## config.mk

```make
export PLATFORM = sky130hd
export DESIGN_NAME = serv_bufreg_wide
export DESIGN_NICKNAME = d
export VERILOG_FILES = /design/src/rtl/serv_bufreg_wide_pkg.sv /design/src/rtl/serv_bufreg_wide_funnel_shift.sv /design/src/rtl/serv_bufreg_wide.sv
export SDC_FILE = /design/constraint.sdc
export NUM_CORES = 1
export LEC_CHECK = 0
export ABC_AREA = 0
export CAP_MARGIN = 0
export CORE_ASPECT_RATIO = 1.25
export CORE_MARGIN = 4
export CORE_UTILIZATION = 45
export CTS_CLUSTER_DIAMETER = 60
export CTS_CLUSTER_SIZE = 12
export DETAILED_ROUTE_END_ITERATION = 8
export GPL_ROUTABILITY_DRIVEN = 0
export PLACE_DENSITY = 0.85
export SETUP_SLACK_MARGIN = 0.1
export SYNTH_ARGS = -nofsm -noshare
export SYNTH_HDL_FRONTEND = slang
export SYNTH_SLANG_ARGS = --single-unit
```

## constraint.sdc

```tcl
create_clock -name i_clk -period 4.2 [get_ports i_clk]
set_input_delay 0.42 -clock i_clk [delete_from_list [all_inputs] [get_ports i_clk]]
set_output_delay 0.42 -clock i_clk [all_outputs]
set_load 0.005 [all_outputs]
```

## src/rtl/serv_bufreg_wide_pkg.sv

```systemverilog
// serv_bufreg_wide_pkg: access-size encodings and beat-count helper shared by the buffer register
package serv_bufreg_wide_pkg;
    localparam logic [1:0] SIZE_B = 2'b00;
    localparam logic [1:0] SIZE_H = 2'b01;
    localparam logic [1:0] SIZE_W = 2'b10;
    function automatic int beats(input int w);
        return 32 / w;
    endfunction
endpackage

```

## src/rtl/serv_bufreg_wide_funnel_shift.sv

```systemverilog
// serv_funnel_shift: selects a W-bit window out of a 2W-bit {current, previous} beat pair
module serv_funnel_shift #(
    parameter int W = 1,
    parameter int LB = $clog2(W)
) (
    input  logic [2*W-1:0] win,
    input  logic [LB:0]    k,
    output logic [W-1:0]   q
);
    logic [2*W-1:0] sh;
    assign sh = win << k;
    assign q = sh[2*W-1:W];
endmodule

```

## src/rtl/serv_bufreg_wide.sv

```systemverilog
// serv_bufreg_wide: 32-bit serial buffer register moving W bits per beat; accumulates rs1+imm
// on init passes and streams the register out through a funnel shifter otherwise.
module serv_bufreg_wide
    import serv_bufreg_wide_pkg::*;
#(
    parameter bit MDU = 1'b0,
    parameter int W = 1,
    parameter int LB = $clog2(W)
) (
    input  logic          i_clk,
    input  logic          i_rst_n,
    input  logic          i_en,
    input  logic          i_init,
    input  logic          i_mdu_op,
    input  logic          i_rs1_en,
    input  logic          i_imm_en,
    input  logic          i_clr_lsb,
    input  logic          i_shift_op,
    input  logic          i_right_shift_op,
    input  logic          i_sh_signed,
    input  logic [1:0]    i_size,
    input  logic [W-1:0]  i_rs1,
    input  logic [W-1:0]  i_imm,
    input  logic [LB:0]   i_shamt_lsb,
    output logic [W-1:0]  o_q,
    output logic [1:0]    o_lsb,
    output logic          o_misalign,
    output logic          o_cnt0,
    output logic          o_last,
    output logic [31:0]   o_dbus_adr,
    output logic [31:0]   o_ext_rs1
);
    localparam int N = beats(W);
    localparam int CW = $clog2(N);

    if (W != 1 && W != 2 && W != 4 && W != 8) begin : g_bad_w
        $error("serv_bufreg_wide: W must be 1, 2, 4 or 8");
    end

    logic [31:0]   data;
    logic [W-1:0]  prev, prev_eff, rs1g, immg, fill, q;
    logic [W:0]    sum;
    logic          c_r, cnt0, last, lsb_cap;
    logic [1:0]    lsb, lsb_nxt;
    logic [CW-1:0] cnt;
    logic [LB:0]   k;

    assign cnt0 = cnt == '0;
    assign last = cnt == CW'(N - 1);

    always_comb begin
        rs1g = i_rs1_en ? i_rs1 : '0;
        immg = (i_imm_en ? i_imm : '0) & ~W'(i_clr_lsb & cnt0);
        sum = {1'b0, rs1g} + {1'b0, immg} + (W + 1)'(c_r);
        fill = i_sh_signed ? {W{data[31]}} : '0;
        prev_eff = cnt0 ? '0 : prev;
        k = !i_shift_op ? '0 : !i_right_shift_op ? i_shamt_lsb :
            i_shamt_lsb == '0 ? '0 : (LB + 1)'(W) - i_shamt_lsb;
        // with one bit per beat the two address LSBs arrive over the first two beats
        lsb_cap = i_en & i_init & (W == 1 ? cnt < CW'(2) : cnt0);
        lsb_nxt = W == 1 ? {sum[0], lsb[1]} : sum[1:0];
    end

    serv_funnel_shift #(.W(W), .LB(LB)) funnel (
        .win ({data[W-1:0], prev_eff}),
        .k   (k),
        .q   (q)
    );

    always_ff @(posedge i_clk) begin
        if (!i_rst_n) begin
            data <= '0;
            c_r  <= 1'b0;
            prev <= '0;
            lsb  <= '0;
            cnt  <= '0;
        end else if (i_en) begin
            data <= {i_init ? sum[W-1:0] : fill, data[31:W]};
            c_r  <= sum[W] & ~last;
            prev <= data[W-1:0];
            cnt  <= cnt + 1'b1;
            if (lsb_cap) lsb <= lsb_nxt;
        end
    end

    assign o_q        = i_en ? q : '0;
    assign o_lsb      = (MDU && i_mdu_op) ? 2'b00 : lsb;
    assign o_misalign = i_size == SIZE_H ? lsb[0] : i_size == SIZE_W ? |lsb : 1'b0;
    assign o_cnt0     = cnt0;
    assign o_last     = last;
    assign o_dbus_adr = {data[31:2], 2'b00};
    assign o_ext_rs1  = data;
endmodule

```

## Yosys cells after proc, flatten, opt, wreduce, memory -nomap -nowiden

Cells that the tools add are included.

| storage, ports and cells | value |
|---|---|
| bits in registers | 41 |
| latch bits | 0 |
| memory bits (writable) | 0 |
| bits in read-only memories | 0 |
| word-level logic and storage cells | 38 |
| memories kept | 0 |

| operators by class | value |
|---|---|
| $add $sub $neg | 4 |
| $mul | 0 |
| div/mod/pow operators | 0 |
| order comparisons | 1 |
| eq/ne operators | 4 |
| shift-type cells | 1 |
| muxes and demuxes | 11 |
| bitwise operators | 7 |
| reduce and logical (&&, ||, !) cells | 4 |

Operators with widths:

| cell | count |
|---|---|
| two-way mux 1 bit | 11 |
| adder 5 x 1 -> 5 bit, second input constant | 1 |
| AND 1 bit | 5 |
| equality test 5 bit, second input constant | 1 |
| logical NOT 5 bit | 1 |
| less-than comparator 5 x 2 -> 1 bit, second input constant | 1 |
| AND reduction 2 bit | 2 |
| adder 1 x 1 -> 2 bit | 1 |
| adder 2 x 1 -> 2 bit | 1 |
| equality test 2 x 1 -> 1 bit, second input constant | 1 |
| equality test 2 bit, second input constant | 1 |
| inequality test 2 bit, second input constant | 1 |
| inverter 1 bit | 2 |
| OR reduction 2 bit | 1 |
| left shift 2 x 1 -> 2 bit | 1 |
| subtractor 1 bit, first input constant | 1 |

## Logic depth before layout (Yosys ltp)

| logic depth | value |
|---|---|
| depth after elaboration | 7 |
| mapped depth | 9 |

## Cells and area by module

Synthesis repeated with hierarchy kept, for this count alone.

| second synthesis, totals | value |
|---|---|
| cells, all modules | 195 |
| area total of the unflattened synthesis | 1,981.9 µm² |

Modules (own cells, without submodules):

| module | times used | cells each | area an instance (µm²) |
|---|---|---|---|
| serv_bufreg_wide | 1 | 194 | 1,966.9 |
| serv_funnel_shift | 1 | 1 | 15.0 |

## Worst setup path before layout

Ideal clock, no wire load.

| timing path | value |
|---|---|
| path kind | flip-flop to flip-flop |
| from | reg cnt[1] |
| to | reg lsb[1], in the netlist o_lsb[1] |
| arrival | 1.774 ns |
| data required time | 4.128 ns |
| setup slack | 2.354 ns |
| stages on the path, launching flop included | 9 |
| path buffers | 0 |
| clock period less this slack | 1.846 ns |
| cells stage by stage | dfxtp_1 inv_1 ha_1 nor4b_1 nand2_1 nand3_1 fa_1 nand2b_1 mux2i_1 |

| between the ends | value |
|---|---|
| word-level cells in the longest chain between the ends | 6 |

Ends and longest elaborated chain:

| element | line | text |
|---|---|---|
| start, declared | serv_bufreg_wide.sv:45 | `logic [CW-1:0] cnt;` |
| start signal, assigned | serv_bufreg_wide.sv:81 | `cnt <= cnt + 1'b1;` |
| logical NOT 5 bit | serv_bufreg_wide.sv:48 | `assign cnt0 = cnt == '0;` |
| net o_cnt0 | serv_bufreg_wide.sv:28 | `output logic o_cnt0,` |
| AND 1 bit | serv_bufreg_wide.sv:53 | `immg = (i_imm_en ? i_imm : '0) & ~W'(i_clr_lsb & cnt0);` |
| inverter 1 bit | serv_bufreg_wide.sv:53 |  |
| AND 1 bit | serv_bufreg_wide.sv:53 |  |
| adder 1 x 1 -> 2 bit | serv_bufreg_wide.sv:54 | `sum = {1'b0, rs1g} + {1'b0, immg} + (W + 1)'(c_r);` |
| adder 2 x 1 -> 2 bit | serv_bufreg_wide.sv:54 |  |
| end signal, assigned | serv_bufreg_wide.sv:82 | `if (lsb_cap) lsb <= lsb_nxt;` |
| end, declared | serv_bufreg_wide.sv:44 | `logic [1:0] lsb, lsb_nxt;` |

The timed path passes the listed nets, and every way through them passes these cells.
A chain may end at the register's enable or synchronous reset.

## Worst setup path after layout

| timing path | value |
|---|---|
| from | reg cnt[1] |
| to | out o_q |

| between the ends | value |
|---|---|
| word-level cells in the longest chain between the ends | 4 |

Ends and longest elaborated chain:

| element | line | text |
|---|---|---|
| logical NOT 5 bit | serv_bufreg_wide.sv:48 |  |
| two-way mux 1 bit | serv_bufreg_wide.sv:56 | `prev_eff = cnt0 ? '0 : prev;` |
| left shift 2 x 1 -> 2 bit | serv_bufreg_wide_funnel_shift.sv:11 | `assign sh = win << k;` |
| two-way mux 1 bit | serv_bufreg_wide.sv:86 | `assign o_q = i_en ? q : '0;` |
| end, declared | serv_bufreg_wide.sv:25 | `output logic [W-1:0] o_q,` |

Every way passes these cells.

==> qor.yml <==
run_status:
  outcome: "completed"
synthesis:
  synth_area_leader_cell: "sky130_fd_sc_hd__dfxtp_1"
  ys_seq_elements: 41
  seq_area_frac_synth_pct: 41.7
  netlist.area_leader.share_pct: 41.7
  synth_cell_types: 28
  synth.top_cells.by_area: "sky130_fd_sc_hd__dfxtp_1, sky130_fd_sc_hd__mux2i_1, sky130_fd_sc_hd__buf_4"
  async_flop_share_pct: 0
  synth_edf_count: 0
  synth.avg_cell_area_um2: 10.1
  post_synth_instance_area_um2: 1970
  synth_most_common_cell: "sky130_fd_sc_hd__dfxtp_1"
  postSynthCellCount: 194
  yosysWarnings: 0
  ys.flop_type: "sky130_fd_sc_hd__dfxtp_1"
  synth_top_cells_by_count: "sky130_fd_sc_hd__dfxtp_1, sky130_fd_sc_hd__mux2i_1, sky130_fd_sc_hd__nor2b_1"
grt:
  first_global_vias: 1310
  grt_usage_pct: 14.6
  globalRouteOverflowTotal: 0
  pin_count_of_the_biggest_net_entering_global_routing: 43
  grt_pass1_wl_um: 6190
  initial_antenna_violation_count: 0
final_layout:
  finalInstanceArea_um2: 2700
  core_occupancy_in_the_finished_layout_pct: 64.9
  post_layout_nonfiller_instances: 301
  drive_above_1_share_pct: 4.90
  area_growth_syn_to_layout_pct: 37.3
  number_of_nets_in_the_final_layout: 264
  antenna_cells: 0
die:
  std_cell_rows: 26
  initial_utilization_pct: 47.3
  die-area_um2: 5500
  die_height_um: 81.9
  pin_count: 86
  placeableCoreArea_um2: 4160
  width_of_the_die_um: 67.2
clock_tree:
  clock_buffer_count_from_cts: 5
  clock_pin_slew_on_the_worst_setup_and_hold_paths_ns: 0.08
  clk_root_buffer_cell: "sky130_fd_sc_hd__clkbuf_8"
  post_cts_resized: 0
  tritoncts: "done"
  cts_buffer_depth: 2
  clk-insertion-delay-late_ns: 0.29
  cts_hold_buffers: 0
  clock_sinks: 41
  htreeDepth: 2
  post_cts_buffers: 0
worst_setup_path:
  crit_path_capture_type: "output pin"
  criticalPathCategory: "reg -> out"
  cp-start-kind: "register"
  timing.critical_path.slowest_stage_cell: "sky130_fd_sc_hd__nor4b_1"
  crit_fanout: 5
  cp_data_required_time_ns: 3.78
  critical_path.max_stage_delay_ns: 0.63
  worst-endpoint-arrival_ns: 2.23
  r2r_cells: 8
  path_cells: "inv_1 -> ha_1 -> nor4b_1 -> nand4b_1 -> o21ai_0 -> clkdlybuf4s50_1"
timing:
  setup_viol: 0
  grt_setup_unrepaired: "false"
  post-route-worst-setup-slack_ns: 1.55
  fin_worst_skew_ns: 0.00531
  report.final.hold_viol_count: 0
  fin_tns_setup_ns: 0
  tightestPinTransition_ns: 1.15
  timing.final.crit_period_ns: 2.65
  max_freq_mhz: 378
  max_slew_margin_pct: 23.1
  maxSlewViolCount: 0
  post-route-period-util_pct: 63.0
placed_design:
  dpl.cell_count: 293
  numPortBuffers: 82
  post_dp_cell_area_um2: 2580
  place.detailed.hpwl_um: 2830
  dp_worst_setup_slack_ns: 1.86
routing:
  totalWireLength_um: 3960
  drcViolationCount: 0
  drt-wirelength-per-cell_um: 13.2
  vias: 1387
  drt_pre_antenna_iters: 4
  ant_nets: 0
  drt_iter0_drc: 31
  viasPerCell: 4.61
hold_path:
  count_of_cells_along_the_worst_hold_path: 2
  min_path_type: "reg -> reg"
run:
  count_of_max_cap_constraint_violations: 0
pwr:
  ir_drop_uv: 255
  static-leakage-power_uw: 0.00104
  pwr_density_cell_nw_per_um2: 291
==> through the flow <==
stage / power (uW) / hold WS [ns]
finish: 787 / 0.488
global route: 816 / 0.521
CTS: 799 / 0.495
detailed placement: 474 / 0.482
global placement: 472 / 0.471
floorplan: 447 / 0.457
==> layout make-up <==
class	count	area (um^2)
repair buffers	83	823
fillers	361	1460
multi-input cells	110	860
clock inverters	1	30.0
flip-flops and latches	41	821
inverters	3	11.3
well taps	56	70.1
clock buffers	7	86.3
==> flip-flops by register name, indices dropped and copies added, names as in the netlist <==
| signal | count |
|---|---|
| c_r | 1 |
| cnt | 5 |
| o_ext_rs1 | 32 |
| o_lsb | 2 |
| prev | 1 |
==> worst max-delay path, delay by kind of cell, from the launching register on <==
| family | cells | cell delay, ns |
|---|---|---|
| flops | 1 | 0.38 |
| compound gates | 1 | 0.08 |
| simple gates | 2 | 0.83 |
| fa+ha+maj | 1 | 0.12 |
| buf+inv | 2 | 0.53 |
==> cell usage in the layout, fill, tap and decap left out, drive strengths merged, types with 2 or more instances in the layout <==
cell           synthesis  routed
ha                     3       3
clkbuf                 4       7
nand2b                 3       3
nor2b                 34      34
inv                    3       3
buf                   37       2
mux2i                 36      36
xnor2                  2       2
a21boi                 2       2
xor2                   2       2
clkdlybuf4s50          0      81
nor2                   2       2
and2                   3       3
nand2                  9       9
dfxtp                 41      41
conb                   1       2
==> where the power goes <==
part           total, uW  internal [uW]  switching [uW]
registers            397            392            4.74
logic               67.6           39.3            28.3
clock network        323            194             129
total                787            625             162
==> per-layer routing <==
layer	GRT usage, %	part of all wire (%)
met1	17.9	43
met2	24.5	51
met3	4.38	5.3
met4	4.26	1.1
met5	0	0
==> cells by family (layout without fill, tap and decap cells) <==
kind of cell               count (synthesis)  count (layout)  share of synthesized area (%)
and+or+nand+nor                           60              60                           18.9
muxes                                     36              36                           18.3
buffers and inverters                     44              94                           14.8
adders and majority gates                  4               4                           2.92
xor gates and xnor gates                   4               4                           1.78
DFF                                       41              41                           41.7
other                                      1               2                          0.191
AOI/OAI and AO/OA                          4               4                           1.40
==> final timing paths <==
| check | to | slack [ns] | from |
|---|---|---|---|
| max | o_q | 1.55 | cnt[1]$_SDFFE_PN0P_ |
| min | prev$_SDFFE_PN0P_ | 0.49 | prev$_SDFFE_PN0P_ |
| max reg2reg | o_lsb[1]$_SDFFE_PN0P_ | 1.93 | cnt[1]$_SDFFE_PN0P_ |
| min reg2reg | prev$_SDFFE_PN0P_ | 0.49 | prev$_SDFFE_PN0P_ |
Power figures use the tool's default switching activity.
